<file path="src/rtl/cpu_ctrl_pkg.sv">
// rtl/cpu_ctrl_pkg.sv - shared encodings for the RV32I multi-cycle control FSM
package cpu_ctrl_pkg;

  typedef enum logic [2:0] {
    S_IDLE   = 3'd0,
    S_FETCH  = 3'd1,
    S_DECODE = 3'd2,
    S_EXEC   = 3'd3,
    S_MEM    = 3'd4,
    S_WB     = 3'd5,
    S_ERR    = 3'd6,
    S_TRAP   = 3'd7
  } state_t;

  localparam logic [6:0] OP_R      = 7'b0110011;
  localparam logic [6:0] OP_IMM    = 7'b0010011;
  localparam logic [6:0] OP_LOAD   = 7'b0000011;
  localparam logic [6:0] OP_STORE  = 7'b0100011;
  localparam logic [6:0] OP_BRANCH = 7'b1100011;

  localparam logic [1:0] ALU_ADD   = 2'b00;
  localparam logic [1:0] ALU_CMP   = 2'b01;
  localparam logic [1:0] ALU_FUNCT = 2'b10;

  // One-hot instruction class; all-zero means the opcode is not supported.
  typedef struct packed {
    logic r;
    logic imm;
    logic load;
    logic store;
    logic branch;
  } inst_class_t;

endpackage

</file>
<file path="src/rtl/multicycle_ctrl_if.sv">
// rtl/multicycle_ctrl_if.sv - control FSM <-> datapath/memory signal bundle
interface multicycle_ctrl_if #(
  parameter int CNT_W = 32
);
  logic [31:0]      inst;
  logic             br_taken;
  logic             mem_ready;
  logic             mem_req;
  logic             mem_we;
  logic             mem_addr_sel;
  logic             ir_we;
  logic             pc_we;
  logic             pc_src;
  logic             alu_src_b;
  logic [1:0]       alu_op;
  logic             reg_we;
  logic             wb_sel;
  logic             illegal_inst;
  logic             mem_err;
  logic [2:0]       state;
  logic [CNT_W-1:0] instret;

  modport master (
    input  inst, br_taken, mem_ready,
    output mem_req, mem_we, mem_addr_sel, ir_we, pc_we, pc_src, alu_src_b,
           alu_op, reg_we, wb_sel, illegal_inst, mem_err, state, instret
  );

  modport slave (
    output inst, br_taken, mem_ready,
    input  mem_req, mem_we, mem_addr_sel, ir_we, pc_we, pc_src, alu_src_b,
           alu_op, reg_we, wb_sel, illegal_inst, mem_err, state, instret
  );
endinterface

</file>
<file path="src/rtl/ctrl_decode.sv">
// rtl/ctrl_decode.sv - opcode to one-hot instruction class decoder
module ctrl_decode
  import cpu_ctrl_pkg::*;
(
  input  logic [6:0]  opcode_i,
  output inst_class_t cls_o,
  output logic        illegal_o
);

  always_comb begin
    cls_o = '0;
    case (opcode_i)
      OP_R:      cls_o.r      = 1'b1;
      OP_IMM:    cls_o.imm    = 1'b1;
      OP_LOAD:   cls_o.load   = 1'b1;
      OP_STORE:  cls_o.store  = 1'b1;
      OP_BRANCH: cls_o.branch = 1'b1;
      default:   cls_o        = '0;
    endcase
    illegal_o = (cls_o == '0);
  end

endmodule

</file>
<file path="src/rtl/multicycle_ctrl.sv">
// rtl/multicycle_ctrl.sv - RV32I multi-cycle control FSM with memory timeout
// Optional ILLEGAL_TRAP_EN: illegal opcodes halt in TRAP instead of acting as NOP.
module multicycle_ctrl
  import cpu_ctrl_pkg::*;
#(
  parameter int MEM_WAIT_MAX = 16,
  parameter int CNT_W        = 32
) (
  input  logic               clk,
  input  logic               rst_n,
  multicycle_ctrl_if.master  bus
);

  localparam int WAIT_W = $clog2(MEM_WAIT_MAX + 1);
  localparam logic [WAIT_W-1:0] WAIT_LAST = WAIT_W'(MEM_WAIT_MAX - 1);

  state_t            state_q, state_d;
  logic [WAIT_W-1:0] wait_q, wait_d;
  logic [CNT_W-1:0]  instret_q;
  logic              retire;
  logic              timeout;
  inst_class_t       cls;
  logic              illegal;

  logic       mem_req, mem_we, mem_addr_sel, ir_we, pc_we, pc_src, alu_src_b;
  logic [1:0] alu_op;
  logic       reg_we, wb_sel, illegal_inst, mem_err;

  ctrl_decode u_decode (
    .opcode_i  (bus.inst[6:0]),
    .cls_o     (cls),
    .illegal_o (illegal)
  );

  always_ff @(posedge clk or negedge rst_n) begin
    if (!rst_n) begin
      state_q   <= S_IDLE;
      wait_q    <= '0;
      instret_q <= '0;
    end else begin
      state_q <= state_d;
      wait_q  <= wait_d;
      if (retire) instret_q <= instret_q + CNT_W'(1);
    end
  end

  assign timeout = !bus.mem_ready && (wait_q == WAIT_LAST);

  always_comb begin
    state_d      = state_q;
    retire       = 1'b0;
    mem_req      = 1'b0;
    mem_we       = 1'b0;
    mem_addr_sel = 1'b0;
    ir_we        = 1'b0;
    pc_we        = 1'b0;
    pc_src       = 1'b0;
    alu_src_b    = 1'b0;
    alu_op       = ALU_ADD;
    reg_we       = 1'b0;
    wb_sel       = 1'b0;
    illegal_inst = 1'b0;
    mem_err      = 1'b0;
    case (state_q)
      S_IDLE: state_d = S_FETCH;
      S_FETCH: begin
        mem_req = 1'b1;
        if (bus.mem_ready) begin
          ir_we   = 1'b1;
          state_d = S_DECODE;
        end else if (timeout) begin
          state_d = S_ERR;
        end
      end
      S_DECODE: begin
        if (illegal) begin
`ifdef ILLEGAL_TRAP_EN
          state_d = S_TRAP;
`else
          pc_we   = 1'b1;
          state_d = S_FETCH;
`endif
        end else begin
          state_d = S_EXEC;
        end
      end
      S_EXEC: begin
        if (cls.r) begin
          alu_op  = ALU_FUNCT;
          state_d = S_WB;
        end else if (cls.imm) begin
          alu_src_b = 1'b1;
          alu_op    = ALU_FUNCT;
          state_d   = S_WB;
        end else if (cls.load || cls.store) begin
          alu_src_b = 1'b1;
          state_d   = S_MEM;
        end else if (cls.branch) begin
          alu_op  = ALU_CMP;
          pc_we   = 1'b1;
          pc_src  = bus.br_taken;
          retire  = 1'b1;
          state_d = S_FETCH;
        end else begin
          state_d = S_FETCH;
        end
      end
      S_MEM: begin
        // Address/operand selects held for the whole transfer so mem_addr is stable.
        mem_req      = 1'b1;
        mem_addr_sel = 1'b1;
        mem_we       = cls.store;
        alu_src_b    = 1'b1;
        if (bus.mem_ready) begin
          if (cls.store) begin
            pc_we   = 1'b1;
            retire  = 1'b1;
            state_d = S_FETCH;
          end else begin
            state_d = S_WB;
          end
        end else if (timeout) begin
          state_d = S_ERR;
        end
      end
      S_WB: begin
        reg_we  = 1'b1;
        wb_sel  = cls.load;
        pc_we   = 1'b1;
        retire  = 1'b1;
        state_d = S_FETCH;
      end
      S_ERR: mem_err = 1'b1;
      S_TRAP: begin
`ifdef ILLEGAL_TRAP_EN
        illegal_inst = 1'b1;
`else
        state_d = S_IDLE;
`endif
      end
    endcase
  end

  // Counter restarts on every state entry; only FETCH/MEM linger, and only while not ready.
  always_comb begin
    wait_d = wait_q;
    if (state_d != state_q) begin
      wait_d = '0;
    end else if ((state_q == S_FETCH || state_q == S_MEM) && !bus.mem_ready) begin
      wait_d = wait_q + WAIT_W'(1);
    end
  end

  assign bus.mem_req      = mem_req;
  assign bus.mem_we       = mem_we;
  assign bus.mem_addr_sel = mem_addr_sel;
  assign bus.ir_we        = ir_we;
  assign bus.pc_we        = pc_we;
  assign bus.pc_src       = pc_src;
  assign bus.alu_src_b    = alu_src_b;
  assign bus.alu_op       = alu_op;
  assign bus.reg_we       = reg_we;
  assign bus.wb_sel       = wb_sel;
  assign bus.illegal_inst = illegal_inst;
  assign bus.mem_err      = mem_err;
  assign bus.state        = state_q;
  assign bus.instret      = instret_q;

endmodule

</file>
<file path="src/flat_wrapper.sv">
// flat-port wrapper written by rule: the top's interface ports become plain ports
module multicycle_ctrl_flat import cpu_ctrl_pkg::*;
#(
  parameter int MEM_WAIT_MAX = 16,
  parameter int CNT_W        = 32
)
  (clk, rst_n, bus_inst, bus_br_taken, bus_mem_ready, bus_mem_req, bus_mem_we, bus_mem_addr_sel, bus_ir_we, bus_pc_we, bus_pc_src, bus_alu_src_b, bus_alu_op, bus_reg_we, bus_wb_sel, bus_illegal_inst, bus_mem_err, bus_state, bus_instret);
  multicycle_ctrl_if #(.CNT_W(CNT_W)) bus_i ();
  input  logic clk;
  input  logic rst_n;
  input wire logic [$bits(bus_i.inst)-1:0] bus_inst;
  input wire logic [$bits(bus_i.br_taken)-1:0] bus_br_taken;
  input wire logic [$bits(bus_i.mem_ready)-1:0] bus_mem_ready;
  output wire logic [$bits(bus_i.mem_req)-1:0] bus_mem_req;
  output wire logic [$bits(bus_i.mem_we)-1:0] bus_mem_we;
  output wire logic [$bits(bus_i.mem_addr_sel)-1:0] bus_mem_addr_sel;
  output wire logic [$bits(bus_i.ir_we)-1:0] bus_ir_we;
  output wire logic [$bits(bus_i.pc_we)-1:0] bus_pc_we;
  output wire logic [$bits(bus_i.pc_src)-1:0] bus_pc_src;
  output wire logic [$bits(bus_i.alu_src_b)-1:0] bus_alu_src_b;
  output wire logic [$bits(bus_i.alu_op)-1:0] bus_alu_op;
  output wire logic [$bits(bus_i.reg_we)-1:0] bus_reg_we;
  output wire logic [$bits(bus_i.wb_sel)-1:0] bus_wb_sel;
  output wire logic [$bits(bus_i.illegal_inst)-1:0] bus_illegal_inst;
  output wire logic [$bits(bus_i.mem_err)-1:0] bus_mem_err;
  output wire logic [$bits(bus_i.state)-1:0] bus_state;
  output wire logic [$bits(bus_i.instret)-1:0] bus_instret;
  assign bus_i.inst = bus_inst;
  assign bus_i.br_taken = bus_br_taken;
  assign bus_i.mem_ready = bus_mem_ready;
  assign bus_mem_req = bus_i.mem_req;
  assign bus_mem_we = bus_i.mem_we;
  assign bus_mem_addr_sel = bus_i.mem_addr_sel;
  assign bus_ir_we = bus_i.ir_we;
  assign bus_pc_we = bus_i.pc_we;
  assign bus_pc_src = bus_i.pc_src;
  assign bus_alu_src_b = bus_i.alu_src_b;
  assign bus_alu_op = bus_i.alu_op;
  assign bus_reg_we = bus_i.reg_we;
  assign bus_wb_sel = bus_i.wb_sel;
  assign bus_illegal_inst = bus_i.illegal_inst;
  assign bus_mem_err = bus_i.mem_err;
  assign bus_state = bus_i.state;
  assign bus_instret = bus_i.instret;
  multicycle_ctrl #(.MEM_WAIT_MAX(MEM_WAIT_MAX), .CNT_W(CNT_W)) u_core (.clk(clk), .rst_n(rst_n), .bus(bus_i));
endmodule
</file>
<file path="config.mk">
export PLATFORM = sky130hd
export DESIGN_NAME = multicycle_ctrl_flat
export DESIGN_NICKNAME = d
export VERILOG_FILES = /design/src/rtl/cpu_ctrl_pkg.sv /design/src/rtl/multicycle_ctrl_if.sv /design/src/rtl/ctrl_decode.sv /design/src/rtl/multicycle_ctrl.sv /design/src/flat_wrapper.sv
export SDC_FILE = /design/constraint.sdc
export NUM_CORES = 1
export LEC_CHECK = 0
export CORE_MARGIN = 10
export CORE_UTILIZATION = 46
export DETAILED_ROUTE_END_ITERATION = 8
export PLACE_DENSITY_LB_ADDON = 0.12
export SLEW_MARGIN = 0
export SYNTH_ARGS = -nofsm -noshare
export SYNTH_HDL_FRONTEND = slang
export SYNTH_SLANG_ARGS = --single-unit
export TNS_END_PERCENT = 10
</file>
<file path="constraint.sdc">
create_clock -name clk -period 3.1 [get_ports clk]
set_input_delay 0.62 -clock clk [delete_from_list [all_inputs] [get_ports clk]]
set_output_delay 0.62 -clock clk [all_outputs]
set_load 0.005 [all_outputs]
</file>
==> qor.txt <==
largest net degree at the start of global routing: 41
Gate Count Post-Synth: 197
VDD IR max: 0.295 mV
most common cell after layout, fill and taps aside: clkdlybuf4s50_1
CP top delay family: simple AND/OR/NAND/NOR gates
core area: 4350 um2
Seq/Total Area, Yosys: 0.485
H-tree depth reported by CTS: 2
antenna violations before repair: 0
Slew Viols, Final: 0
fill count: 374
Slew @ Worst Pin: 0.863 ns
Sum Neg Setup Slack: 0 ns
Net count, final: 308
Relative slew margins: 0.425
Avg Vias per Cell: 5.16
vias: 1,661
die height: 87.0 um
first-pass GRT wire length: 7.96 mm
Crit path largest cell delay: 0.47 ns
worst hold path class: input pin to async pin
Worst setup SP type: input pin
fin crit share: 0.960
all-layer global routing usage: 0.126
hold_ws: 0.439 ns
Peak Freq: 0.336 GHz
drt wl/cell: 14.3 um
Initial Utilization: 0.474
Setup violations, final: 0
CTS tree: built
most frequent cells in the layout: clkdlybuf4s50_1, dfrtp_1, xnor2_1
total CTS buffers: 5
latest clock arrival within the worst-skew pair: 0.29 ns
Register Area: 1000 um2
syn_area_per_cell: 10.5 um2
Syn. warnings: 0
Antenna Nets Post-Route: 0
IO Pins: 84
Post-Route WL: 4.59 mm
Setup Crit Path Kind: input pin to primary output
Placed Cells incl. Taps: 314
Clock Path Buffers: 2
unrepaired setup endpoints after global routing: no
Final Util: 0.661
DIE WIDTH: 87.0 um
Clock Pin Slew Worst Setup and Hold Paths: 0.08 ns
crit-path cells: clkdlybuf4s50_1 -> or3b_1 -> or4_4 -> nand2_1 -> a31o_2 -> dlygate4sd2_1
die footprint: 7570 um2
# diodes: 0
Tmin final: 2.98 ns
worst path required time: 2.48 ns
Multi-input gate area: 1010 um2
post-route cell area: 2880 um2
status: finished clean
share of cells above drive strength 1: 0.126
maxcap violations: 0
Syn Nets: 236
Clock Root Buffer: clkbuf_8
grt total ovfl: 0
clk_skew: 0.00512 ns
crit path capture type: primary output
Final Hold Violating Endpoints: 0
initial drt markers: 86
Synth Cell Area: 2070 um2
pwr dens: 419 nW/um2
DRC violations left: 0
Layout Cells excl Fill: 322
vias in the first global route: 1,719
FP Rows: 24
DP Area: 2780 um2
GP Congestion: 0.813
post-synth cell types: 41
clk sinks: 40
Crit path buffers/inverters: 2
Area Growth Syn to Fin: 39.2%
Post-DP HPWL: 3.49 mm
Pleak: 1.25 nW
CP max FO: 2
slowest CP cell: clkdlybuf4s50_1
register bit total from synthesis: 40
input/output buffers: 57
drt pass-1 iters: 3
crit path DAT: 2.36 ns
[worst reg2reg max path, cell delays in order (launching register included)]
cell and delay (ns):
dfrtp_1 0.48, nand2b_1 0.22, or4_4 0.50, buf_4 0.16, a211oi_4 0.26, buf_12 0.18
nand4_1 0.12, xnor2_1 0.16
[cell families (layout without fill, tap and decap cells)]
kind of cell	Yosys count	in the layout	share of synthesized area
muxes	2	2	0.0103
and+or+nand+nor	87	87	0.245
adders and majority gates	3	3	0.0182
DFF	40	40	0.485
buffers and inverters	11	84	0.0279
AOI/OAI and AO/OA	19	19	0.0642
other	1	1	0.00182
xor gates and xnor gates	34	34	0.148
[metal layers]
metal  vias to the layer above  track usage  routed length [um]  share of wire
met2                        50        0.195                1970           0.43
met1                       784        0.149                2070           0.45
met4                         0       0.0309                  29         0.0063
li1                        823            -                   -              -
met3                         4       0.0693                 523           0.11
met5                         -            0                   0              0
[where the power goes]
group          internal [mW]  switching (mW)
registers              0.552          0.0400
clock network          0.178           0.176
logic                  0.144           0.117
total                  0.874           0.333
[cell usage after synthesis (all sizes together)]
cell type,instances,area share
a31o,2,0.0085
conb,1,0.0018
nor3,1,0.0024
and3b,3,0.013
a31oi,1,0.0030
and2,3,0.0091
or2b,1,0.0036
mux2i,1,0.0048
or3b,1,0.0042
a21oi,6,0.016
and4,3,0.013
xor2,4,0.017
inv,6,0.011
nand2b,3,0.0091
or3,1,0.0030
o21ai,3,0.0073
nand3,15,0.046
ha,3,0.018
nor4b,1,0.0042
and3,11,0.033
o22ai,4,0.012
xnor2,30,0.13
nand4bb,1,0.0055
dfrtp,40,0.48
mux2,1,0.0055
nand4,8,0.024
nor2,14,0.025
or2,1,0.0030
nor3b,2,0.0073
or4,1,0.0055
a211oi,3,0.017
nand2,16,0.029
clkbuf,1,0.0018
buf,4,0.015
nor4bb,1,0.0048
[flip-flops by register name (all words and copies together), names as in the netlist]
name / count
u_core.bus.state: 3
u_core.wait_q: 5
u_core.bus.instret: 32
[repair_timing]
action | 4_1_cts | 5_1_grt
resized for setup | 2 | 1
pin swaps | 0 | 0
hold endpoints to repair | 0 | 0
endpoints found under the setup margin | 2 | 1
hold buffers | 0 | 0
setup buffers | 0 | 0
[path summary, 6_finish.rpt]
path | start | endpoint | slack, ns | depth (start not counted)
max in group asynchronous | rst_n | u_core.bus.instret[22]$_DFFE_PN0P_ | 2.12 | 1
worst max register to register | u_core.bus.state[1]$_DFF_PN0_ | u_core.bus.instret[26]$_DFFE_PN0P_ | 0.92 | 7
worst max-delay path | bus_inst[5] | bus_pc_we | 0.12 | 6
worst min register to register | u_core.bus.instret[31]$_DFFE_PN0P_ | u_core.bus.instret[31]$_DFFE_PN0P_ | 0.47 | 1
worst min-delay path | rst_n | u_core.bus.instret[13]$_DFFE_PN0P_ | 0.44 | 1
min in group clk | u_core.bus.instret[31]$_DFFE_PN0P_ | u_core.bus.instret[31]$_DFFE_PN0P_ | 0.47 | 1
[final cells by class]
class                   instances  share of cell area
well taps                      52              0.0226
inverters                       6             0.00783
clock inverters                 2             0.00348
clock buffers                   6              0.0287
flip-flops and latches         40               0.348
multi-input cells             146               0.350
repair buffers                 70               0.239
[stage by stage]
step	total power, mW	worst slack, ns
finish	1.21	0.124
floorplan	0.719	0.758
global placement	0.866	-0.154
CTS	1.22	0.0150
detailed placement	0.866	-0.158
global route	1.28	0.0326
Note: power is estimated with default switching activity, not from simulation.
